<file path="src/rtl/boot_loader_pkg.sv">
// rtl/boot_loader_pkg.sv - shared state encoding and frame constants for the boot loader
package boot_loader_pkg;

  localparam int BYTES_PER_WORD = 4;
  localparam int HDR_BYTES      = 2;
  localparam int WORD_WIDTH     = 32;

  typedef enum logic [2:0] {
    ST_HDR0,
    ST_HDR1,
    ST_DATA,
    ST_CSUM,
    ST_HOLD,
    ST_RUN,
    ST_ERROR
  } state_t;

endpackage

</file>
<file path="src/rtl/boot_loader_if.sv">
// rtl/boot_loader_if.sv - byte receive stream, imem write port and core control
interface boot_loader_if #(parameter int ADDR_WIDTH = 8);
  import boot_loader_pkg::*;

  logic                  rx_valid;
  logic [7:0]            rx_data;
  logic                  rx_ready;
  logic                  imem_we;
  logic [ADDR_WIDTH-1:0] imem_addr;
  logic [WORD_WIDTH-1:0] imem_wdata;
  logic                  core_reset;
  logic                  load_done;
  logic                  error;

  modport master (
    output rx_valid, rx_data,
    input  rx_ready, imem_we, imem_addr, imem_wdata, core_reset, load_done, error
  );

  modport slave (
    input  rx_valid, rx_data,
    output rx_ready, imem_we, imem_addr, imem_wdata, core_reset, load_done, error
  );

endinterface

</file>
<file path="src/rtl/boot_loader_word_packer.sv">
// rtl/boot_loader_word_packer.sv - little-endian byte-to-word assembler
// word_valid/word_data are combinational and qualify the byte completing a word.
module boot_loader_word_packer
  import boot_loader_pkg::*;
(
  input  logic                  clk,
  input  logic                  reset,
  input  logic                  byte_valid,
  input  logic [7:0]            byte_data,
  output logic                  word_valid,
  output logic [WORD_WIDTH-1:0] word_data
);

  localparam int IDX_W = $clog2(BYTES_PER_WORD);
  localparam int LOW_W = WORD_WIDTH - 8;

  logic [IDX_W-1:0] idx_q, idx_d;
  logic [LOW_W-1:0] low_q, low_d;

  always_comb begin
    idx_d      = idx_q;
    low_d      = low_q;
    word_valid = byte_valid && (idx_q == IDX_W'(BYTES_PER_WORD - 1));
    word_data  = {byte_data, low_q};
    if (byte_valid) begin
      // Index wraps to zero on the last byte, ready for the next word.
      idx_d = idx_q + IDX_W'(1);
      low_d = {byte_data, low_q[LOW_W-1:8]};
    end
  end

  always_ff @(posedge clk) begin
    if (reset) begin
      idx_q <= '0;
      low_q <= '0;
    end else begin
      idx_q <= idx_d;
      low_q <= low_d;
    end
  end

endmodule

</file>
<file path="src/rtl/boot_loader.sv">
// rtl/boot_loader.sv - framed byte-stream image loader holding the core in reset
// Define BOOT_LOADER_CSUM_EN to expect and check a trailing XOR checksum byte.
module boot_loader
  import boot_loader_pkg::*;
#(
  parameter int ADDR_WIDTH = 8,
  parameter int RESET_HOLD = 8
) (
  input logic         clk,
  input logic         reset,
  boot_loader_if.slave bus
);

  localparam int COUNT_WIDTH = HDR_BYTES * 8;
  localparam int HOLD_W      = $clog2(RESET_HOLD + 1);
  localparam logic [COUNT_WIDTH:0] CAPACITY = {{COUNT_WIDTH{1'b0}}, 1'b1} << ADDR_WIDTH;
`ifdef BOOT_LOADER_CSUM_EN
  localparam state_t POST_DATA = ST_CSUM;
`else
  localparam state_t POST_DATA = ST_HOLD;
`endif

  state_t                  state_q, state_d;
  logic [COUNT_WIDTH-1:0]  count_q, count_d;
  logic [COUNT_WIDTH-1:0]  wcnt_q, wcnt_d;
  logic [HOLD_W-1:0]       hold_q, hold_d;
  logic                    imem_we_q, imem_we_d;
  logic [ADDR_WIDTH-1:0]   imem_addr_q, imem_addr_d;
  logic [WORD_WIDTH-1:0]   imem_wdata_q, imem_wdata_d;
`ifdef BOOT_LOADER_CSUM_EN
  logic [7:0]              csum_q, csum_d;
`endif

  logic                    rx_ready;
  logic                    fire;
  logic                    byte_valid;
  logic                    word_valid;
  logic [WORD_WIDTH-1:0]   word_data;
  logic [COUNT_WIDTH-1:0]  hdr_count;

  assign rx_ready   = !reset && (state_q inside {ST_HDR0, ST_HDR1, ST_DATA, ST_CSUM});
  assign fire       = bus.rx_valid && rx_ready;
  assign byte_valid = fire && (state_q == ST_DATA);
  assign hdr_count  = {bus.rx_data, count_q[7:0]};

  boot_loader_word_packer u_packer (
    .clk        (clk),
    .reset      (reset),
    .byte_valid (byte_valid),
    .byte_data  (bus.rx_data),
    .word_valid (word_valid),
    .word_data  (word_data)
  );

  always_comb begin
    state_d      = state_q;
    count_d      = count_q;
    wcnt_d       = wcnt_q;
    // Preloaded outside HOLD so every entry path starts a full interval.
    hold_d       = HOLD_W'(RESET_HOLD - 1);
    imem_we_d    = 1'b0;
    imem_addr_d  = imem_addr_q;
    imem_wdata_d = imem_wdata_q;
`ifdef BOOT_LOADER_CSUM_EN
    csum_d       = csum_q;
`endif
    case (state_q)
      ST_HDR0: if (fire) begin
        count_d = {{(COUNT_WIDTH-8){1'b0}}, bus.rx_data};
        state_d = ST_HDR1;
      end
      ST_HDR1: if (fire) begin
        count_d = hdr_count;
        wcnt_d  = '0;
        if ({1'b0, hdr_count} > CAPACITY) state_d = ST_ERROR;
        else if (hdr_count == '0)         state_d = POST_DATA;
        else                              state_d = ST_DATA;
      end
      ST_DATA: if (fire) begin
`ifdef BOOT_LOADER_CSUM_EN
        csum_d = csum_q ^ bus.rx_data;
`endif
        if (word_valid) begin
          imem_we_d    = 1'b1;
          imem_addr_d  = wcnt_q[ADDR_WIDTH-1:0];
          imem_wdata_d = word_data;
          wcnt_d       = wcnt_q + COUNT_WIDTH'(1);
          if (wcnt_q == count_q - COUNT_WIDTH'(1)) state_d = POST_DATA;
        end
      end
`ifdef BOOT_LOADER_CSUM_EN
      ST_CSUM: if (fire) begin
        state_d = (bus.rx_data == csum_q) ? ST_HOLD : ST_ERROR;
      end
`endif
      ST_HOLD: begin
        hold_d = hold_q - HOLD_W'(1);
        if (hold_q == '0) state_d = ST_RUN;
      end
      ST_RUN, ST_ERROR: ;
      default: state_d = ST_ERROR;
    endcase
  end

  always_ff @(posedge clk) begin
    if (reset) begin
      state_q      <= ST_HDR0;
      count_q      <= '0;
      wcnt_q       <= '0;
      hold_q       <= HOLD_W'(RESET_HOLD - 1);
      imem_we_q    <= 1'b0;
      imem_addr_q  <= '0;
      imem_wdata_q <= '0;
`ifdef BOOT_LOADER_CSUM_EN
      csum_q       <= '0;
`endif
    end else begin
      state_q      <= state_d;
      count_q      <= count_d;
      wcnt_q       <= wcnt_d;
      hold_q       <= hold_d;
      imem_we_q    <= imem_we_d;
      imem_addr_q  <= imem_addr_d;
      imem_wdata_q <= imem_wdata_d;
`ifdef BOOT_LOADER_CSUM_EN
      csum_q       <= csum_d;
`endif
    end
  end

  assign bus.rx_ready   = rx_ready;
  assign bus.imem_we    = imem_we_q;
  assign bus.imem_addr  = imem_addr_q;
  assign bus.imem_wdata = imem_wdata_q;
  assign bus.core_reset = (state_q != ST_RUN);
  assign bus.load_done  = (state_q == ST_RUN);
  assign bus.error      = (state_q == ST_ERROR);

endmodule

</file>
<file path="src/flat_wrapper.sv">
// flat-port wrapper written by rule: the top's interface ports become plain ports
module boot_loader_flat import boot_loader_pkg::*;
#(
  parameter int ADDR_WIDTH = 8,
  parameter int RESET_HOLD = 8
)
  (clk, reset, bus_rx_valid, bus_rx_data, bus_rx_ready, bus_imem_we, bus_imem_addr, bus_imem_wdata, bus_core_reset, bus_load_done, bus_error);
  boot_loader_if #(.ADDR_WIDTH(ADDR_WIDTH)) bus_i ();
  input logic clk;
  input logic reset;
  input wire logic [$bits(bus_i.rx_valid)-1:0] bus_rx_valid;
  input wire logic [$bits(bus_i.rx_data)-1:0] bus_rx_data;
  output wire logic [$bits(bus_i.rx_ready)-1:0] bus_rx_ready;
  output wire logic [$bits(bus_i.imem_we)-1:0] bus_imem_we;
  output wire logic [$bits(bus_i.imem_addr)-1:0] bus_imem_addr;
  output wire logic [$bits(bus_i.imem_wdata)-1:0] bus_imem_wdata;
  output wire logic [$bits(bus_i.core_reset)-1:0] bus_core_reset;
  output wire logic [$bits(bus_i.load_done)-1:0] bus_load_done;
  output wire logic [$bits(bus_i.error)-1:0] bus_error;
  assign bus_i.rx_valid = bus_rx_valid;
  assign bus_i.rx_data = bus_rx_data;
  assign bus_rx_ready = bus_i.rx_ready;
  assign bus_imem_we = bus_i.imem_we;
  assign bus_imem_addr = bus_i.imem_addr;
  assign bus_imem_wdata = bus_i.imem_wdata;
  assign bus_core_reset = bus_i.core_reset;
  assign bus_load_done = bus_i.load_done;
  assign bus_error = bus_i.error;
  boot_loader #(.ADDR_WIDTH(ADDR_WIDTH), .RESET_HOLD(RESET_HOLD)) u_core (.clk(clk), .reset(reset), .bus(bus_i));
endmodule
</file>
<file path="config.mk">
export PLATFORM = sky130hd
export DESIGN_NAME = boot_loader_flat
export DESIGN_NICKNAME = d
export VERILOG_FILES = /design/src/rtl/boot_loader_pkg.sv /design/src/rtl/boot_loader_if.sv /design/src/rtl/boot_loader_word_packer.sv /design/src/rtl/boot_loader.sv /design/src/flat_wrapper.sv
export SDC_FILE = /design/constraint.sdc
export NUM_CORES = 1
export LEC_CHECK = 0
export BUFFER_PORTS_ARGS = -buffer_cell sky130_fd_sc_hd__buf_2
export CORE_ASPECT_RATIO = 0.8
export CORE_MARGIN = 5
export CORE_UTILIZATION = 62
export CTS_CLUSTER_SIZE = 25
export DETAILED_ROUTE_END_ITERATION = 10
export PLACE_DENSITY = 0.84
export SLEW_MARGIN = 25
export SYNTH_ARGS = -nofsm -noshare
export SYNTH_HDL_FRONTEND = slang
export SYNTH_SLANG_ARGS = --single-unit
</file>
<file path="constraint.sdc">
create_clock -name clk -period 5.8 [get_ports clk]
set_clock_uncertainty 0.05 [all_clocks]
set_input_delay 0.58 -clock clk [delete_from_list [all_inputs] [get_ports clk]]
set_output_delay 0.58 -clock clk [all_outputs]
set_load 0.05 [all_outputs]
</file>
# After elaboration in Yosys (flattened, before gate mapping)
# Cells that the tools add are included.
dict set report classes {
  eq_ne 15
  n_lt_le_gt_ge 1
  n_bitwise 5
  n_mux 17
  add_sub_neg 4
  n_reduce_logical 19
}
# op count
set op_table {}
lappend op_table {{$mux W16} 5}
lappend op_table {{$pmux W16 S2} 2}
lappend op_table {{$mux W3} 8}
lappend op_table {{$add A16 B1 Y16 const B} 1}
lappend op_table {{$eq A16 B16 Y1} 1}
lappend op_table {{$gt A16 B9 Y1 const B} 1}
lappend op_table {{$logic_not A16 Y1} 1}
lappend op_table {{$sub A16 B1 Y16 const B} 1}
lappend op_table {{$pmux W3 S5} 1}
lappend op_table {{$eq A3 B3 Y1 const B} 3}
lappend op_table {{$reduce_and A3 Y1} 3}
lappend op_table {{$ne A2 B1 Y1 const B} 4}
lappend op_table {{$reduce_and A7 Y1} 1}
lappend op_table {{$eq A3 B2 Y1 const B} 2}
lappend op_table {{$not A1 Y1} 5}
lappend op_table {{$logic_and A1 B1 Y1} 4}
lappend op_table {{$logic_not A4 Y1} 1}
lappend op_table {{$ne A2 B2 Y1 const B} 2}
lappend op_table {{$reduce_and A4 Y1} 1}
lappend op_table {{$reduce_bool A2 Y1} 2}
lappend op_table {{$reduce_bool A4 Y1} 1}
lappend op_table {{$reduce_or A2 Y1} 2}
lappend op_table {{$sub A4 B1 Y4 const B} 1}
lappend op_table {{$eq A3 B1 Y1 const B} 1}
lappend op_table {{7 further kinds} 7}
dict set report word_totals {
  word_cells 71
  inputBits 11
  register_bits 106
  out_inout_bits 45
}

# Longest topological paths before layout
dict set report depth {
  depth_word 9
  depth_mapped 9
  depth_no_buf 8
}

# Cells and area by module
# A second synthesis with hierarchy kept.
dict set report unflattened {
  cells_unflattened 549
  hier_area_um2 4687.0
}
# mod cells_per_inst seq_area_each_um2 instances area_per_inst_um2
set modules_own_cells {}
lappend modules_own_cells {boot_loader 455 1601.5 1 3663.5}
lappend modules_own_cells {boot_loader_word_packer 94 520.5 1 1023.5}

# Worst setup path after synthesis
# No wires, ideal clock.
dict set report synth_timing {
  kind {input to output}
  start {input reset}
  end {output bus_rx_ready}
  cell_stages 4
  n_path_buf 3
  arrival_time_ps 1795
  setup_slack_ps 3375
  t_required_ps 5170
  cell_sequence {clkbuf_1 > clkbuf_8 > clkbuf_1 > nor2_1}
}
dict set report synth_via {
  elab_chain_cells 2
}
# item line_no
set synth_lines {}
lappend synth_lines {{start, declared} flat_wrapper.sv:10} ;# input logic reset;
lappend synth_lines {{$logic_not A1 Y1} boot_loader.sv:41} ;# assign rx_ready = !reset && (state_q inside {ST_HDR0, ST_HDR1, ST_DATA, ST_CSUM});
lappend synth_lines {{$logic_and A1 B1 Y1} boot_loader.sv:41}
lappend synth_lines {{end, declared} flat_wrapper.sv:13} ;# output wire logic [$bits(bus_i.rx_ready)-1:0] bus_rx_ready;
# No other way between the ends.

# Worst setup path in the final report
dict set report layout_timing {
  start {input reset}
  end {register u_core.count_q[10]}
}
dict set report layout_via {
  elab_chain_cells 5
  elab_cells_between_ends 6
  classes_between {eq/ne (2); reduce/logical (4)}
}
# item line_no
set layout_lines {}
lappend layout_lines {{$logic_not A1 Y1} boot_loader.sv:41}
lappend layout_lines {{$logic_and A1 B1 Y1} boot_loader.sv:41}
lappend layout_lines {{$logic_and A1 B1 Y1} boot_loader.sv:42} ;# assign fire = bus.rx_valid && rx_ready;
lappend layout_lines {{$ne A2 B1 Y1 (no source line)} -}
lappend layout_lines {{$reduce_and A3 Y1 (no source line)} -}
lappend layout_lines {{end signal, assigned} boot_loader.sv:119} ;# count_q <= count_d;
lappend layout_lines {{end, declared} boot_loader.sv:24} ;# logic [COUNT_WIDTH-1:0] count_q, count_d;
# Parallel ways exist; a longest one is shown, timed or not.
# A chain may end at the register's enable or synchronous reset.

==> results.md <==
Cells and area:
- The number of inserted diodes is 0.
- The final layout contains 620 nets.
- The area growth from synthesis to layout is 9.11%.
- The fraction of final layout cells sized beyond drive strength 1 is 14.4%.
- The finished layout holds about 700 standard cells, fillers aside.

STA:
- Measured against its own limit, the worst slew margin works out to 36.4%.
- The post-route fraction of the period consumed by the critical path is 42.7%.
- Setup violations remaining at the end of the flow were counted as 0.
- The slew at the pin closest to its max-slew limit is 954 ps.
- The max-slew violation count came to 0.
- Setup total negative slack on the finished layout was measured at 0 ps.
- The top achievable clock speed is approximately 0.40 GHz.
- The final-report hold violation count is 0.
- The worst hold margin is between 300 and 400 ps.
- Setup repair after global routing left no endpoint under its margin.
- The time the final worst path needs with I/O delays and setup is 2480 ps.

Clock network:
- The number of setup buffers added after CTS is 0.
- The clock tree from TritonCTS is yes.
- The number of resized instances in the post-cts repair step is 0.
- The clock tree synthesis step divided the H-tree into 3 levels.
- After clock tree synthesis, the clock-pin slew on the worst setup and hold paths is 100 ps.
- The number of hold-repair buffers added at the cts stage is 0.
- The CTS root buffer is sky130_fd_sc_hd__clkbuf_8.
- The clock latency reported for the late side of the worst-skew pair is 370 ps.
- TritonCTS created 9 clock buffers.
- The number of sinks handled by clock tree synthesis is between 100 and 150.
- The clock passes through at most 2 buffers.

Route:
- For this block, the initial DRC count from the detailed router was 290.
- The first TritonRoute pass finished after 5 iterations.
- The average wire length per cell after detail routing is 15.2 microns.
- The total wirelength of the detailed-routed design is 10.6 mm.
- Across all layers, the routed design uses between 4000 and 5000 vias.
- The residual DRC count is 0.
- The final antenna-violating net count is 0.
- The per-cell via count in the routed design is 5.77.

Yosys:
- For this run, the number of Yosys warnings is 0.
- The main combinational cell family by area after synthesis is simple AND/OR/NAND/NOR gates.
- Counting distinct cell types in the post-synthesis netlist gives 56.
- After technology mapping, the gate count stands at 572.
- Ranked by total cell area, the synthesized netlist is headed by sky130_fd_sc_hd__dfxtp_1 46%, sky130_fd_sc_hd__nand2_1 13%, sky130_fd_sc_hd__a21oi_1 8.5%, sky130_fd_sc_hd__xnor2_1 4.2%, sky130_fd_sc_hd__nor2_1 3.0%.
- The leading area contributor after synthesis is sky130_fd_sc_hd__dfxtp_1.
- The flop and latch count out of synthesis is 106.
- The number of flops mapped to enable cells by yosys is 0.
- The synthesized area divided by synthesized cell count is roughly 8 sq um.
- Summing the areas of all and, or, nand and nor instances in the mapped netlist gives 24.5% of the synthesized area.
- The synthesized netlist devotes 15.7% of its cell area to compound gates.
- Summing the areas of all fa, ha and maj instances in the mapped netlist gives 1.36% of the synthesized area.
- Multiplexer cells account for about 1.1% of the synthesized area.
- The portion of synthesized cell area occupied by the leading cell type is 46.0%.
- In this run the cell area of the synthesized design comes to 4620 sq um.
- Counting flops with an async set or reset pin after synthesis yields a share of 0%.
- The most used flip-flop cell after synthesis is sky130_fd_sc_hd__dfxtp_1.
- The synthesized netlist net count is 588.
- The share of the Yosys chip area taken by registers is 46.0%.
- The area share of xor/xnor cells in the synthesized design is 6.94%.

Place:
- The number of port buffers is between 50 and 60.
- The count of placed standard cells including taps is about 680.
- Once detailed placement completed, the half-perimeter wirelength came to 7.44 mm.
- The final RePlAce weighted congestion is between 0.9 and 1.

Floorplan:
- The full die area is 9280 sq um.
- In this run the standard cell core region covers 7320 sq um.
- During I/O placement, the number of pins put on the boundary was 56.
- Measured along the x axis, the die boundary spans 106 microns.
- The floorplan has 28 rows.
- In this run the vertical extent of the chip is between 80 and 90 microns.
- For this configuration, the core starts out at a cell density of 63.1%.

Worst setup path:
- The nature of the critical path startpoint is an input port.
- STA puts the critical path data required time at 6060 ps.
- The worst reg2reg path endpoint is u_core.state_q[2].
- The startpoint identified for the worst register-to-register timing path is u_core.count_q[2].
- The minimum setup slack among reg-to-reg paths is 3360 ps.
- The maximum fanout along the worst path is 80.
- The worst setup path is of the in2reg kind.
- STA puts the critical path data arrival time at 2730 ps.
- Measured in cells, the most critical reg-to-reg path has a length of 6.
- STA classifies the critical path endpoint as a flop.

Global route:
- The first-pass GRT wire length is 17.1 mm.
- The via count of the first global-routing pass is 3486.
- Entering global routing, the biggest net connects 81 pins.
- The initial antenna violation count came to 0.
- After global routing the overflow that remains totals 0.
- The global-route usage over all layers is between 20% and 30%.

Hold path:
- The worst hold path terminates at u_core.hold_q[0].
- The hold path depth is 1.
- The launch instance of the worst min-delay path is u_core.hold_q[0].
- The worst hold path class is reg2reg.

Pwr:
- The overall power after layout is 0.00129 W.
- The reported leakage power is 1.87 nW.
- The power density relative to cell area is 256 nW/um^2.
- The peak ir drop on the vdd network is 154 uV.

Run:
- The tool flagged a number of max-cap violations equal to 0.

Status:
- The run finished with clean final reports.
[through the flow]
| stage | worst slack [ps] | area (sq um) | util (%) |
|---|---|---|---|
| after global placement | 3150 | 4850 | 66.3 |
| after CTS | 3370 | 5040 | 68.8 |
| final | 3320 | 5040 | 68.8 |
| after global routing | 3100 | 5040 | 68.8 |
| after detailed placement | 2980 | 4850 | 66.3 |
| after floorplan | 3370 | 4620 | - |
[how the worst max path moves through the flow]
stage          startpoint            endpoint  slack [ps]  cells past startpoint
3_5_place_dp        reset  u_core.count_q[10]        2980                      7
2_1_floorplan       reset        bus_rx_ready        3370                      4
6_report            reset  u_core.count_q[10]        3320                      7
5_1_grt             reset  u_core.count_q[12]        3100                      7
3_3_place_gp        reset   u_core.count_q[9]        3150                      7
4_1_cts             reset  u_core.count_q[10]        3370                      7
[logic make-up (layout without fill, tap and decap cells)]
family                     Yosys count  after routing
and+or+nand+nor                    254            254
AOI/OAI and AO/OA                  121            121
DFF                                106            106
buffers and inverters               46             83
xor gates and xnor gates            35             35
adders and majority gates            5              5
muxes                                5              5
[synthesized netlist by cell type, drive strengths merged (2+ instances only)]
library cell,instances
and2,3
nand2b,5
o31a,2
nor2,37
and2b,2
a22oi,9
xor2,12
buf,3
nor3b,3
nor3,14
inv,10
nor2b,2
a2111oi,3
and3b,2
nand2,155
o21ai,13
clkbuf,32
ha,5
dfxtp,106
xnor2,22
nor4,5
or4,2
nand4,8
o2bb2ai,2
and3,2
a21oi,79
a31oi,3
mux2i,4
nand3b,2
or3,3
nand3,6
[final cells by class]
class,instances,area [sq um]
fillers,595,2280
clock inverters,7,62.6
flip-flops and latches,106,2120
repair buffers,57,290
well taps,90,113
inverters,10,37.5
clock buffers,9,124
multi-input cells,420,2290
[where the power goes]
group | switching, W | internal (W)
combinational | 0.0000712 | 0.0000443
clock | 0.000260 | 0.000164
sequential | 0.0000145 | 0.000734
total | 0.000346 | 0.000943
[placed cells by master, fill, tap and decap left out, types with 3 or more instances in the layout]
cell                       Yosys  routed
sky130_fd_sc_hd__ha_1          5       5
sky130_fd_sc_hd__a22oi_1       9       9
sky130_fd_sc_hd__xor2_1       12      12
sky130_fd_sc_hd__xnor2_1      22      22
sky130_fd_sc_hd__inv_1        10       9
sky130_fd_sc_hd__nor2_1       37      37
sky130_fd_sc_hd__o21ai_0      12      12
sky130_fd_sc_hd__nand2_1     155     155
sky130_fd_sc_hd__nor3_1       14      14
sky130_fd_sc_hd__a31oi_1       3       3
sky130_fd_sc_hd__nand4_1       8       8
sky130_fd_sc_hd__nand3_1       6       6
sky130_fd_sc_hd__clkinv_4      0       4
sky130_fd_sc_hd__dfxtp_1     106     106
sky130_fd_sc_hd__or3_1         3       3
sky130_fd_sc_hd__buf_2         1      55
sky130_fd_sc_hd__a21oi_1      78      78
sky130_fd_sc_hd__clkbuf_8      1       9
sky130_fd_sc_hd__nor4_1        3       3
sky130_fd_sc_hd__mux2i_1       4       4
sky130_fd_sc_hd__and2_1        3       3
sky130_fd_sc_hd__nand2b_1      5       5
[critical path, cell delays in order]
cell	delay, ps
sky130_fd_sc_hd__buf_2	180
sky130_fd_sc_hd__buf_4	380
sky130_fd_sc_hd__nor2_1	170
sky130_fd_sc_hd__nand2_1	340
sky130_fd_sc_hd__nor3_1	780
sky130_fd_sc_hd__a22oi_1	140
sky130_fd_sc_hd__nor2_1	140
[metal layers]
layer  global-route usage [%]  vias to the layer above  share of wire, %
met4                     6.50                        0              0.93
met1                     33.3                     1887                47
met5                        0                        -                 0
met3                     4.60                       13               6.7
met2                     35.2                      144                45
li1                         -                     1990                 -
[flip-flops by register name, summed over array words and instances (netlist names)]
name / cells
u_core.bus.imem_we: 1
u_core.hold_q: 4
u_core.bus.imem_addr: 8
u_core.count_q: 16
u_core.u_packer.low_q: 24
u_core.state_q: 3
u_core.bus.imem_wdata: 32
u_core.wcnt_q: 16
u_core.u_packer.idx_q: 2
Power figures use the tool's default switching activity.
